## src/rtl/day021_fifo_parametric.sv

```systemverilog
// rtl/day021_fifo_parametric.sv - parametric synchronous FIFO with registered or fall-through read
module day021_fifo_parametric #(
  parameter int DATA_W    = 16,
  parameter int DEPTH     = 16,
  parameter int AF_THRESH = DEPTH - 2,
  parameter int AE_THRESH = 2,
  parameter int FWFT      = 0
) (
  input  logic                     clk_i,
  input  logic                     n_rst_i,
  input  logic                     flush_i,
  input  logic                     we_i,
  input  logic [DATA_W-1:0]        data_in_i,
  input  logic                     re_i,
  output logic [DATA_W-1:0]        data_out_o,
  output logic                     full_o,
  output logic                     empty_o,
  output logic                     almost_full_o,
  output logic                     almost_empty_o,
  output logic [$clog2(DEPTH):0]   count_o,
  output logic                     overflow_o,
  output logic                     underflow_o
);

  localparam int AW    = $clog2(DEPTH);
  localparam int PTR_W = AW + 1;

  localparam logic [PTR_W-1:0] DEPTH_L = PTR_W'(DEPTH);
  localparam logic [PTR_W-1:0] AF_L    = PTR_W'(AF_THRESH);
  localparam logic [PTR_W-1:0] AE_L    = PTR_W'(AE_THRESH);

  logic [DATA_W-1:0] mem [DEPTH];
  logic [PTR_W-1:0]  wr_ptr;
  logic [PTR_W-1:0]  rd_ptr;
  logic [DATA_W-1:0] dout_q;
  logic [DATA_W-1:0] head;
  logic              wr_ok;
  logic              rd_ok;

  // Pointer difference wraps modulo 2*DEPTH, so the extra MSB tells full from empty.
  assign count_o        = wr_ptr - rd_ptr;
  assign empty_o        = (count_o == '0);
  assign full_o         = (count_o == DEPTH_L);
  assign almost_full_o  = (count_o >= AF_L);
  assign almost_empty_o = (count_o <= AE_L);

  // Flush overrides both requests; a full FIFO refuses the write even when a read frees a slot.
  assign wr_ok = n_rst_i && we_i && !full_o && !flush_i;
  assign rd_ok = n_rst_i && re_i && !empty_o && !flush_i;

  assign head = mem[rd_ptr[AW-1:0]];

  // Storage array; contents are not reset, only the pointers decide what is valid.
  always_ff @(posedge clk_i) begin
    if (wr_ok) begin
      mem[wr_ptr[AW-1:0]] <= data_in_i;
    end
  end

  // Write and read pointers, cleared by reset or flush.
  always_ff @(posedge clk_i or negedge n_rst_i) begin
    if (!n_rst_i) begin
      wr_ptr <= '0;
      rd_ptr <= '0;
    end else if (flush_i) begin
      wr_ptr <= '0;
      rd_ptr <= '0;
    end else begin
      if (wr_ok) wr_ptr <= wr_ptr + 1'b1;
      if (rd_ok) rd_ptr <= rd_ptr + 1'b1;
    end
  end

  // Sticky error flags: set by refused requests, cleared only by flush or reset.
  always_ff @(posedge clk_i or negedge n_rst_i) begin
    if (!n_rst_i) begin
      overflow_o  <= 1'b0;
      underflow_o <= 1'b0;
    end else if (flush_i) begin
      overflow_o  <= 1'b0;
      underflow_o <= 1'b0;
    end else begin
      if (we_i && full_o)  overflow_o  <= 1'b1;
      if (re_i && empty_o) underflow_o <= 1'b1;
    end
  end

  // Output word register: in registered mode it captures the popped word; in fall-through
  // mode it remembers the last visible head so the output holds once the FIFO drains or
  // is flushed.
  always_ff @(posedge clk_i or negedge n_rst_i) begin
    if (!n_rst_i) begin
      dout_q <= '0;
    end else if (FWFT != 0) begin
      if (rd_ok || (flush_i && !empty_o)) dout_q <= head;
    end else begin
      if (rd_ok) dout_q <= head;
    end
  end

  assign data_out_o = ((FWFT != 0) && !empty_o) ? head : dout_q;

endmodule

```

## config.mk

```make
export PLATFORM = sky130hd
export DESIGN_NAME = day021_fifo_parametric
export DESIGN_NICKNAME = d
export VERILOG_FILES = /design/src/rtl/day021_fifo_parametric.sv
export SDC_FILE = /design/constraint.sdc
export NUM_CORES = 1
export LEC_CHECK = 0
export CELL_PAD_IN_SITES_DETAIL_PLACEMENT = 1
export CELL_PAD_IN_SITES_GLOBAL_PLACEMENT = 2
export CORE_MARGIN = 2
export CORE_UTILIZATION = 56
export CTS_BUF_LIST = sky130_fd_sc_hd__clkbuf_8
export DETAILED_ROUTE_END_ITERATION = 10
export DONT_BUFFER_PORTS = 1
export PLACE_DENSITY_LB_ADDON = 0.1
export RECOVER_POWER = 50
export SETUP_SLACK_MARGIN = 0.1
export SYNTH_ARGS = -nofsm -noshare
export SYNTH_HDL_FRONTEND = slang
export SYNTH_SLANG_ARGS = --single-unit
```

## constraint.sdc

```tcl
create_clock -name clk_i -period 8.8 [get_ports clk_i]
set_clock_uncertainty 0.1 [all_clocks]
set_input_delay 1.76 -clock clk_i [delete_from_list [all_inputs] [get_ports clk_i]]
set_output_delay 1.76 -clock clk_i [all_outputs]
set_load 0.005 [all_outputs]
```

==> summary.md, run 1 <==
| Metric | Value |
|---|---|
| Worst-case clock buffer depth | 3 |
| PortBufs | 0 |
| Placed cells | a little over 800 |
| Nets | 627 |
| Initial Util | 57.3% |
| Worst min-delay path startpoint | overflow_o |
| Area leader, netlist | edfxtp_1 |
| CTS tree | yes |
| Post-DP HPWL | 14900 µm |
| Chip height | approximately 150 µm |
| Syn Area/Cell | about 20 µm² |
| Min-Delay Endpoint | overflow_o |
| Cell chosen for the clock root | clkbuf_8 |
| RR Endpoint | mem[13][15] |
| DRC | 0 |
| Ys flop type | edfxtp_1 |
| Most common cell in the netlist | edfxtp_1 |
| CTS buffer count | 45 |
| Hold Crit Class | register to register |
| Switching power | 0.677 mW |
| Non-Filler Instances | 894 |
| Count of final max-slew check failures | 0 |
| Worst r2r src | rd_ptr[0] |
| Diode count | 0 |
| Required time worst endpoint | 6.94 ns |
| Resized Gates After CTS | 0 |
| Via count | 5603 |
| First-pass DRT Iterations | 5 |
| Critical Path Start Type | register |
| Final ANT Viol Nets | 0 |
| Iteration-0 DRC Markers | 515 |
| Mapped Area | 0.0112 mm² |
| Clock Power Share | 35.4% |
| Max Clk Rate | 0.192 GHz |
| Ys async rst share | 9.86% |
| Yosys warns | 0 |
| Synth unique cells | 38 |
| Grt ovf | 0 |
| # H-tree levels | 2 |
| I/O pin count | between 40 and 50 |
| Final core occ | between 60 and 70% |
| Top-area cell type share of the netlist area | 68.7% |
| Site row count | between 50 and 60 |
| Synth area leaders | edfxtp_1, mux4_2, dfrtp_1 |
| Layout cell share with drive strength beyond 1 | a little under a third |
| Hold_buf cts | 0 |
| RSZ-0062 raised after global routing | no |
| Tot Pwr | 2.86 mW |
| Power per standard cell area | 230 mW/mm² |
| Logic pwr share | 10.0% |
| Switching share of power | 23.6% |
| Post-synth top cells | edfxtp_1, mux4_2, o22ai_1 |
| Initial antenna violation count | 0 |
| CP Capture Type | output pin |
| Worst vdd ir | 134 µV |
| Max Cap Viol | 0 |
| Core Area | 0.0195 mm² |
| Layout overhead on the synthesized area | 11.3% |
| Internal power | 2.19 mW |
| Critical path data arrival time | 3.35 ns |
| Vias in the first global route | 6085 |
| Placer Congestion | 0.742 |
| Clk sink count | 284 |
| Total routing usage reported by global routing | 25.2% |
| Post-CTS setup buffer count | 0 |
| Drt total wl | roughly 25000 µm |
| Post-synth EDFFs | 256 |
| Rel. slew slack | about a third |
| Die X | 145 µm |
| Number of synthesized register bits | 284 |
| R2R depth | 9 |
| Final Setup Violations | 0 |
| Sequential share of the synthesized area | between 70% and 80% |
| Final min period | 5.21 ns |
| Final period util | roughly three fifths |
| Crit-path max FO | 24 |
| Final Hold Viols | 0 |
| Post-Syn Nets | ~590 |
| Synth Instances | ~560 |
| Crit path from | rd_ptr[0] |
| Leakage | 4.00 nW |
| Die area | 0.0211 mm² |
| Setup TNS | 0 ns |
| Clock transition at path regs | 0.06 ns |
| Reg power frac | 54.6% |
| Clock latency on the worst-skew pair | 0.54 ns |
| Worst Tran Pin Value | approximately 1 ns |
| Worst hold margin | around 0.42 ns |
| R2R Setup Slk | 4.53 ns |
| Critical path class | register to output pin |
| Status | finished, final reports clean |
| Via density | ~6.3 |
| WL per Instance | 28.4 µm |
| Largest net degree at the start of global routing | 47 |
| Worst Hold Depth | 2 |
| First-pass GRT wire length | 39000 µm |
worst max path at each step:
stage / end / slack (ns) / cells after the start
finish: almost_empty_o / 3.59 / 7
detailed placement: almost_empty_o / 4.11 / 7
global route: almost_empty_o / 3.36 / 7
floorplan: mem[2][0] / 4.37 / 4
CTS: almost_empty_o / 3.50 / 7
global placement: almost_empty_o / 4.07 / 7
cells in the final DEF (no fill, tap or decap), drive strengths merged:
master	count
edfxtp	256
mux4	64
clkbuf	50
o22ai	32
nor2	31
dfrtp	28
mux2	24
buf	20
inv	18
clkinv	17
nor3	12
nand2b	11
nand2	9
ha	9
a21oi	8
nor2b	5
nand3	4
nor4	4
clkinvlp	4
a211oi	4
xor2	3
and2	2
mux2i	2
a31oi	2
nand3b	1
xnor2	1
or4	1
o21bai	1
a21o	1
a31o	1
a2111oi	1
and4	1
nand4	1
fa	1
layer usage:
metal	wire length (µm)	GRT usage (%)	vias up
li1	-	-	2358
met5	0	0	-
met1	10600	35.4	2946
met3	1530	4.73	65
met2	12400	40.4	234
met4	816	9.26	0
cells by family (layout without fill, tap and decap cells):
kind of cell	after synthesis	after routing	synth area share (%)
flops	284	284	74.9
buf+inv	37	109	1.42
fa+ha+maj	10	10	1.18
simple gates	82	82	3.59
compound gates	50	50	3.03
mux	90	90	15.5
xor+xnor	4	4	0.380
critical path: stages (launching register included):
cell,delay [ns]
dfrtp_4,0.66
ha_1,0.30
fa_1,0.40
nand2b_1,0.16
a21oi_1,0.22
xor2_2,0.39
inv_2,0.18
a2111oi_0,0.50
through the flow:
step	setup slack, ns	cell area [µm²]
2_1_floorplan	4.37	11200
3_3_place_gp	4.07	11600
3_5_place_dp	4.11	11600
4_1_cts	3.50	12500
5_1_grt	3.36	12500
6_report	3.59	12500
sequential cells by signal, summed over array words and instances, names as in the netlist:
signal / cells
mem: 256
data_out_o: 16
rd_ptr: 5
wr_ptr: 5
overflow_o: 1
underflow_o: 1
layout make-up:
class,instances,area [µm²]
Sequential cell,284,8390
Fill cell,1670,7070
Multi-Input combinational cell,236,2730
Clock buffer,50,688
Tap cell,265,332
Timing Repair Buffer,20,150
Clock inverter,30,133
Inverter,9,33.8
power by group through the flow:
stage | combinational (mW) | clock [mW] | sequential (mW)
2_1_floorplan | 0.249 | 0 | 1.57
3_3_place_gp | 0.280 | 0 | 1.59
3_5_place_dp | 0.290 | 0 | 1.60
4_1_cts | 0.291 | 1.05 | 1.57
5_1_grt | 0.310 | 1.10 | 1.57
6_report | 0.285 | 1.01 | 1.56
No activity file was read; power rests on OpenSTA's default activity.
==> run 2, diff against run 1 <==
Settings changed: CORE_UTILIZATION 56 to 47.
Clock period 8.8 ns to 4.5 ns, I/O delays scaled along.
==> run 2 against run 1 <==
The run now ends with max-capacitance violations, max-slew violations left; register-to-register slack worse by 4.0 ns; setup slack worse by 3.3 ns; sequential cell count stayed put; sequential power increased by 95%; global-route usage down 3.8 points; sequential share of layout area is 1.2 points lower; via count fell by 2.9%; total power grew 110%; die area up 19%; design area up 1.9%; first-iteration DRC count shrank 14%.
==> summary.md, run 2 (same netlist as run 1, synthesis figures left out) <==
| Metric | Value |
|---|---|
| Most frequent cells in the layout | edfxtp_1, mux4_2, clkbuf_8 |
| Most common cell after layout, fill and taps aside | edfxtp_1 |
| Iteration-0 DRC Markers | 445 (-14%) |
| Max stage delay cell, worst path | a2111oi_0 |
| Count of final max-slew check failures | 29 (+29) |
| Post-Place Cell Area | 0.0117 mm² (+0.79%) |
| R2R Setup Slk | 0.52 ns (-4.01 ns) |
| Site row count | 56 (+9.8%) |
| Die area | 0.0251 mm² (+19%) |
| Critical path class | register to output pin |
| Hold_buf cts | 1 (+1) |
| Worst vdd ir | 239 µV (+78%) |
| Total routing usage reported by global routing | 21.4% (-3.8 points) |
| Clock latency on the worst-skew pair | 0.56 ns (+0.02 ns) |
| WL per Instance | 26.3 µm (-7.3%) |
| Diode count | 0 (unchanged) |
| CTS tree | yes |
| Worst min-delay path startpoint | flush_i |
| Clk sink count | 284 (unchanged) |
| RR Endpoint | mem[15][4] |
| Crit-path max FO | 9 (-63%) |
| Final Setup Violations | 0 (unchanged) |
| DRC | 0 (unchanged) |
| Post-CTS setup buffer count | 0 (unchanged) |
| Critical Path Max Stage Delay | 0.44 ns (-0.22 ns) |
| Via count | 5443 (-2.9%) |
| Final ANT Viol Nets | 0 (unchanged) |
| First-pass GRT wire length | 38300 µm (-1.8%) |
| Layout overhead on the synthesized area | 13.4% |
| Resized Gates After CTS | 0 (unchanged) |
| Grt ovf | 0 (unchanged) |
| Worst Hold Depth | 1 (-1) |
| Final min period | 4.18 ns |
| Largest net degree at the start of global routing | 45 (-4.3%) |
| Leakage | 4.13 nW (+3.3%) |
| Chip height | 158 µm (+8.9%) |
| Core Area | 0.0234 mm² (+20%) |
| R2R depth | 8 (-1) |
| Initial Util | 47.8% (-9.5 points) |
| Initial antenna violation count | 0 (unchanged) |
| Max reg flops | 256 (unchanged) |
| Nets | 633 (+0.96%) |
| Worst r2r src | wr_ptr[0] |
| Required time worst endpoint | 3.50 ns (-3.44 ns) |
| Failing checks | max-capacitance violations, max-slew violations |
| Most frequent CP cell | buf_4 |
| Top delay family on crit path | compound AO/OA/AOI/OAI gates |
| Hold Crit Class | input port to register |
| PortBufs | 0 (unchanged) |
| Placer Congestion | 0.796 (+7.2%) |
| Clock transition at path regs | 0.06 ns (about the same) |
| Max Cap Viol | 1 (+1) |
| Cell chosen for the clock root | clkbuf_8 |
| # fillers | 2121 (+27%) |
| Critical Path Start Type | register |
| Vias in the first global route | 5990 (-1.6%) |
| Via density | 5.69 (-9.3%) |
| Worst Tran Pin Value | 1.98 ns (+0.971 ns) |
| Final Hold Viols | 0 (unchanged) |
| Max Clk Rate | around 0.24 GHz |
| Rel. slew slack | -32.3% (-65 points) |
| CTS buffer count | 47 (+4.4%) |
| Drt total wl | 25200 µm (-0.73%) |
| Layout cell share with drive strength beyond 1 | 31.5% (+1.5 points) |
| Power per standard cell area | 466 mW/mm² (+100%) |
| Final period util | 92.8% |
| Worst Path Buf+Inv | 4 (+3) |
| RSZ-0062 raised after global routing | no |
| Min-Delay Endpoint | overflow_o |
| Status | finished, violations left |
| Post-DP HPWL | 16100 µm (+7.6%) |
| Setup TNS | 0 ns (unchanged) |
| # H-tree levels | 2 (unchanged) |
| Cells along the critical path | inv_1 > ha_1 > fa_1 > nand2b_1 > a21oi_1 > xor2_2 > inv_2 > buf_4 > a2111oi_0 > buf_4 |
| CP Capture Type | output pin |
| First-pass DRT Iterations | 4 (-1) |
| Critical path data arrival time | 3.18 ns (-0.17 ns) |
| I/O pin count | 48 (unchanged) |
| Finished Cell Area | 0.0127 mm² (+1.9%) |
| Die X | 158 µm (+8.9%) |
| Worst-case clock buffer depth | 3 (unchanged) |
==> run 2: layer usage <==
layer,wire length (µm),GRT usage [%]
met1,11400,31.7
met2,11800,32.9
met3,1530,4.08
met4,388,6.05
met5,0,0
==> run 2: how the worst max path moves through the flow <==
stage                     endpoint  cells past startpoint  slack (ns)      start
finish              almost_empty_o                     10        0.32  wr_ptr[0]
detailed placement       mem[6][5]                      8        0.49  wr_ptr[0]
global placement         mem[5][6]                      8        0.65  wr_ptr[0]
global route        almost_empty_o                     10        0.15  wr_ptr[0]
floorplan                mem[0][0]                      9        0.21  wr_ptr[0]
CTS                 almost_empty_o                     10        0.33  wr_ptr[0]
==> run 2: layout make-up <==
cell class | count | area, µm² | area share [%]
Tap cell | 319 | 399 | 3.14
Inverter | 9 | 33.8 | 0.266
Sequential cell | 284 | 8390 | 66.1
Clock inverter | 30 | 185 | 1.46
Multi-Input combinational cell | 236 | 2750 | 21.7
Timing Repair Buffer | 24 | 176 | 1.39
Clock buffer | 55 | 757 | 5.96
==> run 2: report_power, final <==
| group | leakage, nW | total (mW) | internal (mW) | switching [mW] |
|---|---|---|---|---|
| Clock | 0.528 | 2.25 | 1.23 | 1.02 |
| Combinational | 0.944 | 0.633 | 0.314 | 0.319 |
| Sequential | 2.66 | 3.04 | 2.97 | 0.0705 |
==> run 2: through the flow <==
step | util [%] | hold WS (ns) | instances | power, mW | worst slack [ns]
finish | 54.3 | 0.296 | 957 | 5.92 | 0.323
global placement | 50.1 | 0.411 | 871 | 3.71 | 0.645
floorplan | - | 0.386 | 557 | 3.56 | 0.206
global route | 54.3 | 0.263 | 957 | 6.16 | 0.147
detailed placement | 50.1 | 0.418 | 871 | 3.73 | 0.495
CTS | 54.2 | 0.0486 | 957 | 5.99 | 0.325
